--- config.mk ---
export PLATFORM = sky130hd
export DESIGN_NAME = nv_nvdla_csc_pra_cell_chn_out_wait_mc
export DESIGN_NICKNAME = d
export VERILOG_FILES = /design/src/rtl/nv_nvdla_csc_pra_cell_chn_out_wait_mc.sv
export SDC_FILE = /design/constraint.sdc
export NUM_CORES = 1
export LEC_CHECK = 0
export BUFFER_PORTS_ARGS = -buffer_cell sky130_fd_sc_hd__buf_2
export CAP_MARGIN = 0
export CORE_ASPECT_RATIO = 1.1
export CORE_MARGIN = 2
export CORE_UTILIZATION = 38
export DETAILED_ROUTE_END_ITERATION = 16
export GPL_TIMING_DRIVEN = 0
export PLACE_DENSITY = 0.74
export REMOVE_ABC_BUFFERS = 1
export SKIP_LAST_GASP = 1
export SYNTH_ARGS = -nofsm -noshare
export SYNTH_HDL_FRONTEND = slang
export SYNTH_SLANG_ARGS = --single-unit
--- constraint.sdc ---
create_clock -name nvdla_core_clk -period 1.4 [get_ports nvdla_core_clk]
set_input_delay 0.14 -clock nvdla_core_clk [delete_from_list [all_inputs] [get_ports nvdla_core_clk]]
set_output_delay 0.14 -clock nvdla_core_clk [all_outputs]
set_load 0.03 [all_outputs]
--- src/rtl/nv_nvdla_csc_pra_cell_chn_out_wait_mc.sv ---
// Per-channel early-ack wait counters for the CSC output path; optional sticky
// overflow/underflow flags are built when NVDLA_CSC_CHN_WAIT_ERR_EN is defined.
module nv_nvdla_csc_pra_cell_chn_out_wait_mc #(
   parameter int CHN_NUM   = 4,
   parameter int ACK_DEPTH = 2
) (
   input  logic                              nvdla_core_clk,
   input  logic                              nvdla_core_rstn,
   input  logic [CHN_NUM-1:0]                chn_oswt,
   input  logic [CHN_NUM-1:0]                chn_biwt,
   input  logic [CHN_NUM-1:0]                chn_bdwt,
   input  logic                              grp_bdwt,
   input  logic                              err_clr,
   output logic [CHN_NUM-1:0]                chn_bawt,
   output logic [CHN_NUM-1:0]                chn_wen_comp,
   output logic                              all_bawt,
   output logic [CHN_NUM*$clog2(ACK_DEPTH+1)-1:0] chn_pend_cnt,
   output logic [CHN_NUM-1:0]                chn_err
);

   localparam int CW = $clog2(ACK_DEPTH + 1);
   localparam logic [CW-1:0] CNT_MAX = CW'(ACK_DEPTH);

   logic [CW-1:0]      cnt_q [CHN_NUM];
   logic [CW-1:0]      cnt_d [CHN_NUM];
   logic [CHN_NUM-1:0] dec;
   logic [CHN_NUM-1:0] ovf;
   logic [CHN_NUM-1:0] udf;

   // Ack availability sees this cycle's arriving ack with no register in between.
   always_comb begin
      for (int i = 0; i < CHN_NUM; i++) begin
         chn_bawt[i] = chn_biwt[i] | (cnt_q[i] != '0);
      end
   end

   assign all_bawt     = &chn_bawt;
   assign chn_wen_comp = ~chn_oswt | chn_bawt;
   assign dec          = (chn_bdwt | {CHN_NUM{grp_bdwt & all_bawt}}) & chn_bawt;

   always_comb begin
      for (int i = 0; i < CHN_NUM; i++) begin
         cnt_d[i] = cnt_q[i];
         ovf[i]   = 1'b0;
         udf[i]   = chn_bdwt[i] & ~chn_bawt[i];
         if (chn_biwt[i] && !dec[i]) begin
            if (cnt_q[i] == CNT_MAX) begin
               ovf[i] = 1'b1;
            end else begin
               cnt_d[i] = cnt_q[i] + 1'b1;
            end
         end else if (dec[i] && !chn_biwt[i]) begin
            // dec without biwt implies bawt came from a non-zero count
            cnt_d[i] = cnt_q[i] - 1'b1;
         end
      end
   end

   always_ff @(posedge nvdla_core_clk or negedge nvdla_core_rstn) begin
      if (!nvdla_core_rstn) begin
         for (int i = 0; i < CHN_NUM; i++) begin
            cnt_q[i] <= '0;
         end
      end else begin
         for (int i = 0; i < CHN_NUM; i++) begin
            cnt_q[i] <= cnt_d[i];
         end
      end
   end

   always_comb begin
      for (int i = 0; i < CHN_NUM; i++) begin
         chn_pend_cnt[i*CW +: CW] = cnt_q[i];
      end
   end

`ifdef NVDLA_CSC_CHN_WAIT_ERR_EN
   logic [CHN_NUM-1:0] err_q;
   logic [CHN_NUM-1:0] err_d;

   // A new error event outranks a simultaneous clear.
   assign err_d = (ovf | udf) | (err_q & ~{CHN_NUM{err_clr}});

   always_ff @(posedge nvdla_core_clk or negedge nvdla_core_rstn) begin
      if (!nvdla_core_rstn) begin
         err_q <= '0;
      end else begin
         err_q <= err_d;
      end
   end

   assign chn_err = err_q;
`else
   logic unused_err_sink;
   assign unused_err_sink = err_clr ^ (^ovf) ^ (^udf);
   assign chn_err         = '0;
`endif

endmodule
==> impl_results.md <==
- Synth Instances: a little under 80
- WS Path Type: register to primary output
- Reg2Reg Setup Slack: -0.18 ns
- Post-Route WL: 2.35 mm
- Setup ws final: -0.184 ns
- Wirelength per Cell: 15.8 µm
- DP Cell Count: 125
- Non-filler cells, final: 148
- Final antenna-violating net count: 0
- Syn_area_per_cell: 7.95 µm²
- IO buf count: 31
- Clock tree root buffer cell: clkbuf_4
- Initial antenna violation count: 0
- GRT overflow: 0
- H-tree lvl count: 1
- Clock transition at path regs: 0.05 ns
- Max Slew Vio Count: 0
- HP Class: input port to async pin
- Outcome: finished with violations
- Detailed Place HPWL: 1.15 mm
- Highest fanout seen on the critical path: 4
- Crit path time final: approximately 1.6 ns
- CTS tree: done
- Pre-antenna DRT Iters: 4
- Comb power frac: 76.1%
- Setup Skew: 0.000201 ns
- Leakage: about 0.54 nW
- CP startpoint kind: register
- Largest area contributor in the netlist: dfrtp_1
- Sum of negative setup slack: -1.64 ns
- Yosys Warn Count: 0
- Int Pwr: ~1.4 mW
- Clk_lat worst skew: 0.25 ns
- Clock buffer count from CTS: 3
- Max reg flops: 8
- Starting DRT DRC Count: 23
- # fillers: 85
- Switching part of the total power: 50.6%
- Global-route wire length before repair: 3.52 mm
- Vias in the first global route: 766
- Required @ worst endpoint: about 1.3 ns
- Highest clock rate: 631 MHz
- Clk pwr share: 6.0%
- Post-Syn Area: 628 µm²
- GRT Util Overall: between 20 and 25%
- Area Overhead vs Synth: 94.8%
- Layout net count: 149
- Power Total: 2.90 mW
- Reg2Reg Depth: 6
- Std-Cell Rows: 15
- Detailed-route DRC error count: 0
- Fin crit share: 113%
- Yosys cell types: 17
- Clock sinks: 8
- Sequential power share: 17.9%
- Unrepaired setup endpoints after global routing: true
- Final core occ: 78.6%
- Register bit count reported by yosys: 8
- Crit path DAT: 1.44 ns
- CTS Buffer Depth: 2
- Chip width: 42.8 µm
- N_diodes: 0
- Net load switching power: 1.47 mW
- Final hold viol count: 0
- Pwr Density: around 2400 nW/µm²
- Ranking of synthesized cells by area: dfrtp_1 32%, a21oi_1 9.6%, inv_1 7.2%
- Die area: 1990 µm²
- GP Congestion: around 0.76
- Max-cap violations: 0
- # IOs: 37
- Vias: around 800
- Initial Util: between 40% and 50%
- Max rail drop VDD: 0.00140 V
- Share of cells above drive strength 1: approximately two thirds
- Core ar.: 1560 µm²
- Sequential-to-total area share from yosys stat: between 30% and 40%
- Post-synth top area share: 31.9%
- Height of the die: 46.6 µm
- Violated checks: setup timing
- Largest net degree at the start of global routing: 9
- Nature of the critical path endpoint: primary output
- # setup viols final: 15
- Vias/cell: 5.41
## power groups by stage
stage / logic (mW) / registers, mW / clock network (mW)
2_1_floorplan: 0.663 / 0.712 / 0
3_5_place_dp: 1.20 / 0.506 / 0
5_1_grt: 2.33 / 0.531 / 0.193
3_3_place_gp: 1.17 / 0.501 / 0
4_1_cts: 2.06 / 0.499 / 0.181
6_report: 2.21 / 0.518 / 0.175
## per-stage QoR
step | setup slack, ns | hold WS (ns) | cell area, µm²
floorplan | -0.697 | -0.156 | 599
global placement | -0.334 | -0.0140 | 776
detailed placement | -0.386 | -0.00547 | 776
CTS | -0.125 | 0.257 | 1190
global route | -0.283 | 0.285 | 1220
finish | -0.184 | 0.261 | 1220
## worst max-delay path, cell delays in order, from the launching register on
cell     delay [ns]
dfrtp_2        0.38
nor3_4         0.06
buf_6          0.12
nor4_4         0.30
buf_6          0.19
buf_6          0.13
## per-layer routing
metal / vias up / share of wire [%] / global-route usage [%]
met5: - / 0 / 0
met4: 0 / 1.9 / 13.1
met3: 6 / 6.2 / 3.92
met2: 41 / 52 / 42.7
met1: 383 / 40 / 30.2
li1: 371 / - / -
## timing repair
item,in CTS,in global routing
setup buffers,17,2
endpoints found under the setup margin,17,17
gates resized for setup,58,10
gates cloned,1,0
hold buffers,1,0
hold endpoints to repair,8,0
pin swaps,16,11
## cell usage in the layout (no fill, tap or decap)
cell           count
buf_4             13
a21oi_1            4
xnor2_2            1
mux2i_1            4
clkbuf_4           3
a2bb2oi_2          2
inv_2              2
a2bb2oi_1          2
dlygate4sd3_1      1
nor3_2             4
or2b_1             1
a21o_2             1
nand2b_1           3
nand2_2            2
o21ai_1            1
nand2_1            6
o21ai_0            3
conb_1             4
a21oi_4            8
nor4_4             2
dfrtp_2            8
buf_6             13
a21o_1             3
xnor2_1            3
nor3_4             4
buf_2             23
inv_1             10
## Yosys cell counts
cell type	instances
xnor2_1	4
buf_4	4
nand2b_1	3
a2bb2oi_1	4
clkdlybuf4s25_2	1
nor3_1	8
mux2i_1	4
a21o_1	3
a21o_2	1
conb_1	1
dfrtp_1	8
nand2_1	8
nor4_4	1
o21ai_0	4
or2b_1	1
inv_1	12
a21oi_1	12
## cell families (layout without fill, tap and decap cells)
kind of cell / after synthesis / after routing / share of synthesized area, %
buf+inv: 17 / 65 / 13.5
flops: 8 / 8 / 31.9
compound gates: 24 / 24 / 23.3
xor+xnor: 4 / 4 / 5.58
simple gates: 21 / 22 / 18.7
mux: 4 / 4 / 6.37
other cells: 1 / 4 / 0.597
## area by class of cell
cell class	count	area, µm²	area share (%)
timing repair buffer	50	369	30.2
inverter	12	45.0	3.68
multi-input combinational	58	556	45.4
clock buffer	3	22.5	1.84
sequential	8	210	17.2
tap	17	21.3	1.74
## worst paths after layout
| path | startpoint | end |
|---|---|---|
| max | chn_pend_cnt[6] | all_bawt |
| min | nvdla_core_rstn | chn_pend_cnt[6] |
| max reg2reg | chn_pend_cnt[2] | chn_pend_cnt[5] |
| min reg2reg | chn_pend_cnt[6] | chn_pend_cnt[6] |
| max in group asynchronous | nvdla_core_rstn | chn_pend_cnt[0] |
| min in group nvdla_core_clk | chn_bdwt[2] | chn_pend_cnt[4] |
No activity file was read; power rests on OpenSTA's default activity.
